--- src/rtl/data_cal_pkg.sv ---
// Shared types and constants for the data_cal sequencer: FSM state encoding,
// field widths and status-bit positions.
package data_cal_pkg;

  typedef enum logic [1:0] {
    IDLE  = 2'd0,
    ISSUE = 2'd1,
    WAIT  = 2'd2,
    DONE  = 2'd3
  } state_e;

  localparam int NIB_W    = 4;
  localparam int RES_W    = 5;
  localparam int N_SEL    = 4;
  localparam int WORD_W   = 16;
  localparam int OUT_W    = N_SEL * RES_W;
  localparam int ERR_W    = 2;
  localparam int ERR_TMO  = 0;
  localparam int ERR_MISM = 1;

endpackage

--- src/rtl/data_cal_exp.sv ---
// Expected data_cal results for one word: slot 0 is the low nibble, slot k adds
// nibble k to the low nibble. Sums are 5 bits wide, so they never overflow.
module data_cal_exp
  import data_cal_pkg::*;
(
  input  logic [WORD_W-1:0]            word,
  output logic [N_SEL-1:0][RES_W-1:0]  exp_v
);

  logic [RES_W-1:0] base;

  assign base = RES_W'(word[NIB_W-1:0]);

  always_comb begin
    exp_v    = '0;
    exp_v[0] = base;
    for (int i = 1; i < N_SEL; i++) begin
      exp_v[i] = base + RES_W'(word[i*NIB_W +: NIB_W]);
    end
  end

endmodule

--- src/rtl/data_cal_seq.sv ---
// Drives one accepted word through data_cal with sel 0..3, gathers the four
// results and returns them packed with timeout/mismatch status.
module data_cal_seq
  import data_cal_pkg::*;
#(
  parameter int TIMEOUT = 16
) (
  input  logic                clk,
  input  logic                rst,
  input  logic                in_valid,
  input  logic [WORD_W-1:0]   in_data,
  output logic                in_ready,
  output logic [WORD_W-1:0]   cal_d,
  output logic [1:0]          cal_sel,
  output logic                cal_en,
  input  logic [RES_W-1:0]    cal_out,
  input  logic                cal_validout,
  output logic                out_valid,
  output logic [OUT_W-1:0]    out_data,
  output logic [ERR_W-1:0]    out_err,
  input  logic                out_ready,
  output state_e              dbg_state
);

  // Handshakes: a transfer happens on a rising edge where valid and ready are
  // both high. in_ready is high only in IDLE; out_valid is high only in DONE and
  // out_data/out_err stay frozen until out_ready is seen.

  localparam int TMO_W = $clog2(TIMEOUT + 1);
  localparam logic [TMO_W-1:0] TMO_LIM = TMO_W'(TIMEOUT - 1);
  localparam logic [TMO_W-1:0] TMO_MAX = TMO_W'(TIMEOUT);

  state_e                      state_q, state_d;
  logic [WORD_W-1:0]           word_q;
  logic [1:0]                  issue_cnt_q;
  logic [2:0]                  rsp_cnt_q;
  logic [TMO_W-1:0]            tmo_cnt_q;
  logic [N_SEL-1:0][RES_W-1:0] slot_q;
  logic                        mism_q;
  logic                        tmo_q;

  logic [N_SEL-1:0][RES_W-1:0] exp_v;
  logic                        accept;
  logic                        collect;
  logic                        rsp_take;
  logic                        rsp_last;
  logic                        rsp_miss;
  logic                        tmo_hit;
  logic                        release_out;
  logic [1:0]                  rsp_idx;

  data_cal_exp u_exp (
    .word  (word_q),
    .exp_v (exp_v)
  );

  assign rsp_idx     = rsp_cnt_q[1:0];
  assign accept      = in_valid && in_ready;
  assign collect     = (state_q == ISSUE) || (state_q == WAIT);
  assign rsp_take    = collect && cal_validout && (rsp_cnt_q < 3'd4);
  assign rsp_last    = rsp_take && (rsp_cnt_q == 3'd3);
  assign rsp_miss    = (cal_out != exp_v[rsp_idx]);
  // A response on the limit cycle postpones the timeout, so a 4th result
  // landing exactly on the limit completes cleanly.
  assign tmo_hit     = (state_q == WAIT) && (tmo_cnt_q >= TMO_LIM) && !rsp_take;
  assign release_out = (state_q == DONE) && out_ready;

  always_comb begin
    state_d = state_q;
    case (state_q)
      IDLE:    if (accept) state_d = ISSUE;
      ISSUE: begin
        if (rsp_last)                  state_d = DONE;
        else if (issue_cnt_q == 2'd3)  state_d = WAIT;
      end
      WAIT:    if (rsp_last || tmo_hit) state_d = DONE;
      DONE:    if (out_ready) state_d = IDLE;
      default: state_d = IDLE;
    endcase
  end

  always_comb begin
    in_ready  = (state_q == IDLE) && !rst;
    cal_en    = (state_q == ISSUE);
    cal_sel   = cal_en ? issue_cnt_q : 2'd0;
    cal_d     = word_q;
    out_valid = (state_q == DONE);
    out_data  = '0;
    out_err   = '0;
    if (state_q == DONE) begin
      out_data          = slot_q;
      out_err[ERR_TMO]  = tmo_q;
      out_err[ERR_MISM] = mism_q;
    end
  end

  assign dbg_state = state_q;

  always_ff @(posedge clk) begin
    if (rst) begin
      state_q     <= IDLE;
      word_q      <= '0;
      issue_cnt_q <= '0;
      rsp_cnt_q   <= '0;
      tmo_cnt_q   <= '0;
      slot_q      <= '0;
      mism_q      <= 1'b0;
      tmo_q       <= 1'b0;
    end else begin
      state_q <= state_d;
      if (accept) word_q <= in_data;
      if (state_q == ISSUE) issue_cnt_q <= issue_cnt_q + 2'd1;

      if (state_q == ISSUE && state_d == WAIT) begin
        tmo_cnt_q <= '0;
      end else if (state_q == WAIT && tmo_cnt_q != TMO_MAX) begin
        tmo_cnt_q <= tmo_cnt_q + TMO_W'(1);
      end

      if (rsp_take) begin
        slot_q[rsp_idx] <= cal_out;
        rsp_cnt_q       <= rsp_cnt_q + 3'd1;
        if (rsp_miss) mism_q <= 1'b1;
      end
      if (tmo_hit) tmo_q <= 1'b1;

      if (release_out) begin
        issue_cnt_q <= '0;
        rsp_cnt_q   <= '0;
        tmo_cnt_q   <= '0;
        slot_q      <= '0;
        mism_q      <= 1'b0;
        tmo_q       <= 1'b0;
      end
    end
  end

endmodule

--- config.mk ---
export PLATFORM = sky130hd
export DESIGN_NAME = data_cal_seq
export DESIGN_NICKNAME = d
export VERILOG_FILES = /design/src/rtl/data_cal_pkg.sv /design/src/rtl/data_cal_exp.sv /design/src/rtl/data_cal_seq.sv
export SDC_FILE = /design/constraint.sdc
export NUM_CORES = 1
export LEC_CHECK = 0
export ABC_AREA = 1
export ABC_CLOCK_PERIOD_IN_PS = 3900
export CAP_MARGIN = 10
export CORE_ASPECT_RATIO = 1.25
export CORE_MARGIN = 5
export CORE_UTILIZATION = 30
export CTS_CLUSTER_DIAMETER = 80
export CTS_CLUSTER_SIZE = 40
export DETAILED_ROUTE_END_ITERATION = 10
export SYNTH_ARGS = -nofsm -noshare
export SYNTH_HDL_FRONTEND = slang
export SYNTH_HIERARCHICAL = 1
export SYNTH_SLANG_ARGS = --single-unit
export TNS_END_PERCENT = 50
--- constraint.sdc ---
create_clock -name clk -period 3.9 [get_ports clk]
set_input_delay 0.975 -clock clk [delete_from_list [all_inputs] [get_ports clk]]
set_output_delay 0.975 -clock clk [all_outputs]
set_load 0.02 [all_outputs]
# == Word-level counts from Yosys, hierarchy flattened ==
# Index checks and enable logic that the tools add are counted.
# op_classes
magnitude_cmp,4
n_reduce_logical,19
mux,14
n_eq_ne,8
addsub,6
# op_table
cell,n
$bwmux W20,1
$mux W20,1
$add A4 B4 Y5,3
$mux W2,7
$logic_and A1 B1 Y1,11
$bmux W5 S2,1
$demux W5 S2,1
$mux W5,2
$eq A2 B2 Y1 const B,4
$pmux W2 S4,1
$add A5 B1 Y5 const B,1
$ge A5 B4 Y1 const B,1
$ne A5 B5 Y1,1
$ne A5 B5 Y1 const B,1
$add A3 B1 Y3 const B,1
$eq A3 B2 Y1 const B,1
$lt A2 B3 Y1 const B,1
$lt A3 B3 Y1 const B,1
$reduce_or A3 Y1,1
$add A2 B1 Y2 const B,1
$eq A2 B1 Y1 const B,1
$ge A2 B1 Y1 const B,1
$logic_not A1 Y1,2
$logic_not A2 Y1,1
other kinds (3),4
# totals
output_inout_bits,45
in_bits,26
regBits,50
word_cells,62

# == Logic depth before layout (Yosys ltp) ==
# logic_depth
word_depth,12
depth_mapped,15
ltp_nobuf,15

# == Hierarchy ==
# Netlist, hierarchy kept.
# by_module_without_submodules
mod,area_per_inst_um2,cells_per_inst,instances,seq_area_each_um2
data_cal_seq,2536.2,375,1,1001.0
data_cal_exp,451.7,63,1,0.0

# == Worst setup path after synthesis ==
# OpenSTA, ideal clock, no wires.
# synth_timing
path_kind,register to output
from,register state_q[1] (netlist: dbg_state[1])
to,output port out_data[0]
t_arrival_ns,1.570
path_buffers,2
slack_ns,1.355
stages_incl_launch_ff,6
t_required_ns,2.925
cell_sequence,dfxtp_1 ha_1 clkbuf_1 clkbuf_1 nand2_1 inv_1
# synth_between
elab_chain_len,2
# synth_rtl
item,line_no,source
from (decl),data_cal_seq.sv:33,"state_e state_q, state_d;"
from (signal assigned),data_cal_seq.sv:110,state_q <= state_d;
$eq A2 B2 Y1,--,
net out_valid,data_cal_seq.sv:18,"output logic out_valid,"
$mux W20,data_cal_seq.sv:90,if (state_q == DONE) begin
to (decl),data_cal_seq.sv:19,"output logic [OUT_W-1:0] out_data,"
# The timed path passes the listed nets, and every way through them passes these cells.

# == Worst setup path in the final report ==
# layout_timing
from,input port rst
to,output port in_ready
# layout_between
elab_chain_len,2
# layout_rtl
item,line_no,source
from (decl),data_cal_seq.sv:9,"input logic rst,"
$logic_not A1 Y1,data_cal_seq.sv:83,in_ready = (state_q == IDLE) && !rst;
$logic_and A1 B1 Y1,data_cal_seq.sv:83,
to (decl),data_cal_seq.sv:12,"output logic in_ready,"
# No other way between the ends.

==> reports/metrics.yaml <==
final_nets: 553
start_kind: "primary input"
synthCells: 438
min_period_ps: 3200
worst_hold_slack_ps: 451
synth_seq_cells: 50
wire_per_inst_um: 11.7
synth-xor-area-share_pct: 2.05
crit_path_max_fanout: 5
synth_top_family_by_area: "simple AND/OR/NAND/NOR gates"
synth_nets: 493
crit_buf_inv: 2
gp_congestion: 0.787
worst_setup_path_end_kind: "primary output"
rows: 40
ys_seq_area_share_pct: 33.5
antenna_found_initial: 0
ctsResizeCount: 0
yosysTopAreaCellShare_pct: 33.5
synth_top_area_cell: "dfxtp_1"
maxCapViolations: 0
drc: 0
grt_max_degree: 35
die_area_sq_mm: 0.0121
relSlewSlack_pct: 49.5
root_buffer: "clkbuf_16"
clock_skew_ps: 5.99
overflow: 0
crit_type: "primary input to primary output"
synth_fa_ha_area_share_pct: 12.9
yosys_warnings: 6
required_ps: 2920
crit_path_cell_trace: "clkdlybuf4s50_1 > nor2_1 > clkdlybuf4s50_1"
num_io_pins: 71
ir_drop_mv: 0.220
die_w_um: 99.3
critPathMostFrequentCell: "clkdlybuf4s50_1"
first_iter_violations: 94
critPathTopFamily: "buffers and inverters"
post_cts_buffers: 0
start_util_pct: 30.9
rsz0062_at_grt: "false"
fp.coreArea_sq_mm: 0.00966
cp_slowest_cell: "clkdlybuf4s50_1"
setup_tns_ps: 0
dp_hpwl_um: 5650
tightest_slew_ps: 757
synthToLayoutAreaGrowth_pct: 31.4
cp_slowest_stage_delay_ps: 610
status: "completed"
clockBufferDepth: 2
timing.fmax_ghz: 0.312
layout-drive-gt1-share_pct: 3.61
synth-simple-area-share_pct: 29.7
numPortBuffers: 70
finalSetupViolations: 0
ant_nets: 0
h-tree-depth: 2
p_leak_nw: 1.73
cts_tree: "done"
arrival_ps: 2230
ctsHoldBuffers: 0
clk_pin_slew_ps: 70
track_usage_pct: 12.5
die_y_um: 122
routed_wl_um: 7330
syn-mean-instance-area_sq_um: 6.82
finalCritPeriodShare_pct: 82.2
muxShareOfSynthArea_pct: 0.377
clock_sinks: 50
hold_path.class: "register to register"
drv_slew: 0
ys_top_cells_by_area: "dfxtp_1 (34%), nand2_1 (17%), ha_1 (11%), inv_1 (7.0%), nand3_1 (6.2%)"
synth_compound_area_share_pct: 10.5
synth.distinct_cells: 28
drt-pass1-iter-count: 4
grt_pass1_wl_um: 12600
cts_made_buffers: 5
powerDensity_mw_per_mm2: 507
insertion_delay_ps: 290
regArea_sq_mm: 0.00100
multi_input_area_sq_mm: 0.00166
diodes: 0
grt_pass1_vias: 2774
syn-cell-area_sq_mm: 0.00299
hold_violations: 0
fill_cells: 1014
vias: 2774
vias_per_cell: 4.44
==> kinds of logic (layout without fill, tap and decap cells) <==
group	Yosys count	after routing
AOI/OAI and AO/OA	60	60
adders and majority gates	29	29
buffers and inverters	78	139
xor gates and xnor gates	7	7
muxes	1	1
DFF	50	50
other	1	1
and+or+nand+nor	212	212
==> through the flow <==
stage | cells | instance area (sq um) | utilization (%) | setup slack [ps] | total power [mW]
2_1_floorplan | 438 | 2990 | - | 1350 | 1.25
3_3_place_gp | 617 | 3760 | 38.9 | 682 | 1.48
3_5_place_dp | 617 | 3760 | 38.9 | 665 | 1.50
4_1_cts | 625 | 3930 | 40.7 | 663 | 2.01
5_1_grt | 625 | 3930 | 40.7 | 627 | 2.15
6_report | 625 | 3930 | 40.7 | 695 | 1.99
==> final cells by class <==
type                    instances  share of cell area, %
clock buffers                   5                   3.19
flip-flops and latches         50                   25.5
multi-input cells             310                   42.3
inverters                      59                   5.64
repair buffers                 72                   18.2
well taps                     126                   4.01
clock inverters                 3                   1.15
==> flip-flops by register name, summed over array words and instances, names as in the netlist <==
name,flops
slot_q,20
tmo_cnt_q,5
issue_cnt_q,2
mism_q,1
cal_d,16
dbg_state,2
tmo_q,1
rsp_cnt_q,3
==> placed cells by master (no fill, tap or decap), types with 2 or more instances in the layout <==
cell | Yosys | layout
xnor2_1 | 2 | 2
clkbuf_16 | 0 | 5
xor2_1 | 5 | 5
nand3_1 | 37 | 37
or2_1 | 2 | 2
nor2_1 | 25 | 25
a31oi_1 | 2 | 2
a21oi_1 | 30 | 30
ha_1 | 26 | 26
o21ai_0 | 25 | 25
o21ai_2 | 2 | 2
clkinvlp_4 | 0 | 2
buf_4 | 5 | 2
fa_1 | 3 | 3
nand4_1 | 2 | 2
dfxtp_1 | 50 | 50
nand3b_1 | 6 | 6
inv_1 | 56 | 56
nand2_1 | 136 | 136
clkdlybuf4s50_1 | 0 | 70
inv_2 | 3 | 3
==> worst min-delay path: stages (launching register included) <==
cell	delay, ps
dfxtp_1	310
inv_1	50
a21oi_1	50
==> path summary, 6_finish.rpt <==
kind	from	depth (start not counted)	endpoint	slack, ps
max	rst	3	in_ready	700
min	tmo_q	2	tmo_q	450
max reg2reg	cal_d[1]	12	mism_q	1650
min reg2reg	tmo_q	2	tmo_q	450
==> cells in the mapped netlist, drive strengths merged <==
library cell,number
and3,1
nor3,1
dfxtp,50
xor2,5
ha,26
o21bai,1
fa,3
inv,59
a21oi,30
o21ai,27
mux2,1
nand4,2
nand3b,6
nand3,38
nand2,137
clkbuf,8
a31oi,2
nor2,25
buf,11
xnor2,2
or2,2
conb,1
==> power by group <==
group	internal, mW	switching (mW)
clock	0.303	0.203
combinational	0.327	0.480
sequential	0.587	0.0932
total	1.22	0.776
==> per-layer routing <==
| layer | wire, um | up-vias | GRT usage [%] |
|---|---|---|---|
| li1 | - | 1497 | - |
| met1 | 3220 | 1204 | 14.2 |
| met2 | 3590 | 69 | 22.9 |
| met3 | 464 | 4 | 3.21 |
| met4 | 61 | 0 | 3.84 |
| met5 | 0 | - | 0 |
Note: power is estimated with default switching activity, not from simulation.
==> variant, RTL diff (same settings) <==
Make the reset (`rst`) asynchronous in one clocked block.
--- a/src/rtl/data_cal_seq.sv
+++ b/src/rtl/data_cal_seq.sv
@@ -96,7 +96,7 @@
 
   assign dbg_state = state_q;
 
-  always_ff @(posedge clk) begin
+  always_ff @(posedge clk or posedge rst) begin
     if (rst) begin
       state_q     <= IDLE;
       word_q      <= '0;
Formal check against the unedited RTL: differs if rst is asserted again (counterexample within 4 cycles, from zero or initial values and one cycle with rst high); with rst held inactive, the same outputs for 10 cycles.
==> variant against the unedited design <==
- synthesized area is 5.5% higher
- cell area is 4.5% higher
- non-clock buffer count stayed put
- setup slack worse by 0.034 ns
- routed wire length is 0.40% higher
- sequential cell count stayed put
Power is not compared: it rests on default switching activity, and its combinational part moved more than twofold at a synthesized area within 25%.
==> variant: results (changes against the unedited design) <==
- Max reg flops: 20 (unchanged)
- Post-DP HPWL: 5700 um (+0.92%)
- Dpl cell area: 3940 um^2 (+4.8%)
- Synth top area cells: dfrtp_1 40%, nand2_1 17%, ha_1 10%
- Seq/Total Area, Yosys: 39.7% (+6.2 points)
- Final nets: 540 (-2.4%)
- Synth cell types: 28 (unchanged)
- Drt initial violations: 91 (-3.2%)
- Placer Congestion: 0.840 (+6.7%)
- Deepest clock path buffer count: 2 (unchanged)
- Worst Max-Slew Pin Slew: 1.02 ns (+0.262 ns)
- GRT Util Overall: 12.2% (-0.31 points)
- Status: completed
- Synth cell count leaders: 144 x nand2_1, 58 x inv_1, 50 x dfrtp_1, 40 x nand3_1, 31 x o21ai_0
- H-tree levels: 2 (unchanged)
- # Post-CTS Setup Buffers: 0 (unchanged)
- Asr flop ratio synth: 100% (+100 points)
- Warnings, synthesis: 6 (unchanged)
- Largest net degree at the start of global routing: 51 (+46%)
- Clock Skew: 0.00701 ns (+0.00102 ns)
- Clock root buffer: clkbuf_16
- CP max FO: 24 (+19)
- Layout cells sized above 1: 3.29% (-0.32 points)
- Most used DFF post-synth: dfrtp_1
- Post-layout util: 40.2% (-0.45 points)
- Synth Net Count: 477 (-3.2%)
- Average vias per placed instance: 4.44 (about the same)
- Worst-skew pair later-pin latency: 0.29 ns (about the same)
- Vias in the first global route: 2712 (-2.2%)
- Fill cell count: 1066 (+5.1%)
- Num CTS Buffers: 5 (unchanged)
- Dpl ws: 0.793 ns (+0.128 ns)
- Max VDD drop: 0.000336 V
- Crit path arrival time: 2.26 ns (+0.03 ns)
- Detailed Route WL: 7360 um (+0.40%)
- First-pass GRT wire length: 12700 um (+0.32%)
- Antenna violations before repair: 0 (unchanged)
-- variant: kinds of logic (layout without fill, tap and decap cells) --
family	Yosys count	in the layout	synth area share, %
other cells	1	1	0.119
compound gates	42	42	7.10
buf+inv	75	139	9.92
xor+xnor	7	7	1.94
simple gates	218	218	29.0
flops	50	50	39.7
fa+ha+maj	29	29	12.2
-- variant: path summary, 6_finish.rpt --
kind	from	to	slack [ns]	cells after the start
hold reg to reg	tmo_q	tmo_q	0.51	2
setup / recovery	dbg_state[1]	out_data[4]	0.66	4
min in group asynchronous	rst	dbg_state[1]	1.21	3
setup reg to reg	dbg_state[1]	slot_q[11]	1.28	5
max in group asynchronous	rst	tmo_cnt_q[4]	2.26	3
hold / removal	tmo_q	tmo_q	0.51	2
-- variant: area by class of cell --
type	instances	share of cell area, %
well taps	129	3.93
clock buffers	6	3.14
multi-input cells	297	38.7
clock inverters	2	0.914
repair buffers	72	17.4
flip-flops and latches	50	30.5
inverters	59	5.39
-- variant: critical path, cell delays in order, from the launching register on --
cell             delay, ns
dfrtp_1               0.43
ha_1                  0.72
nand2_1               0.15
inv_1                 0.08
clkdlybuf4s50_1       0.60
-- variant: through the flow --
stage               hold WS, ns  cells  power (W)
finish                    0.509    615    0.00320
CTS                       0.512    615    0.00324
floorplan                 0.462    422    0.00218
detailed placement        0.495    607    0.00273
global placement          0.491    607    0.00268
global route              0.544    615    0.00353
-- variant: metal layers --
layer / routed length, um / track usage [%] / vias up
met5: 0 / 0 / -
met4: 93 / 3.13 / 0
met3: 479 / 3.25 / 7
met2: 3460 / 20.6 / 64
met1: 3320 / 15.3 / 1215
li1: - / - / 1446
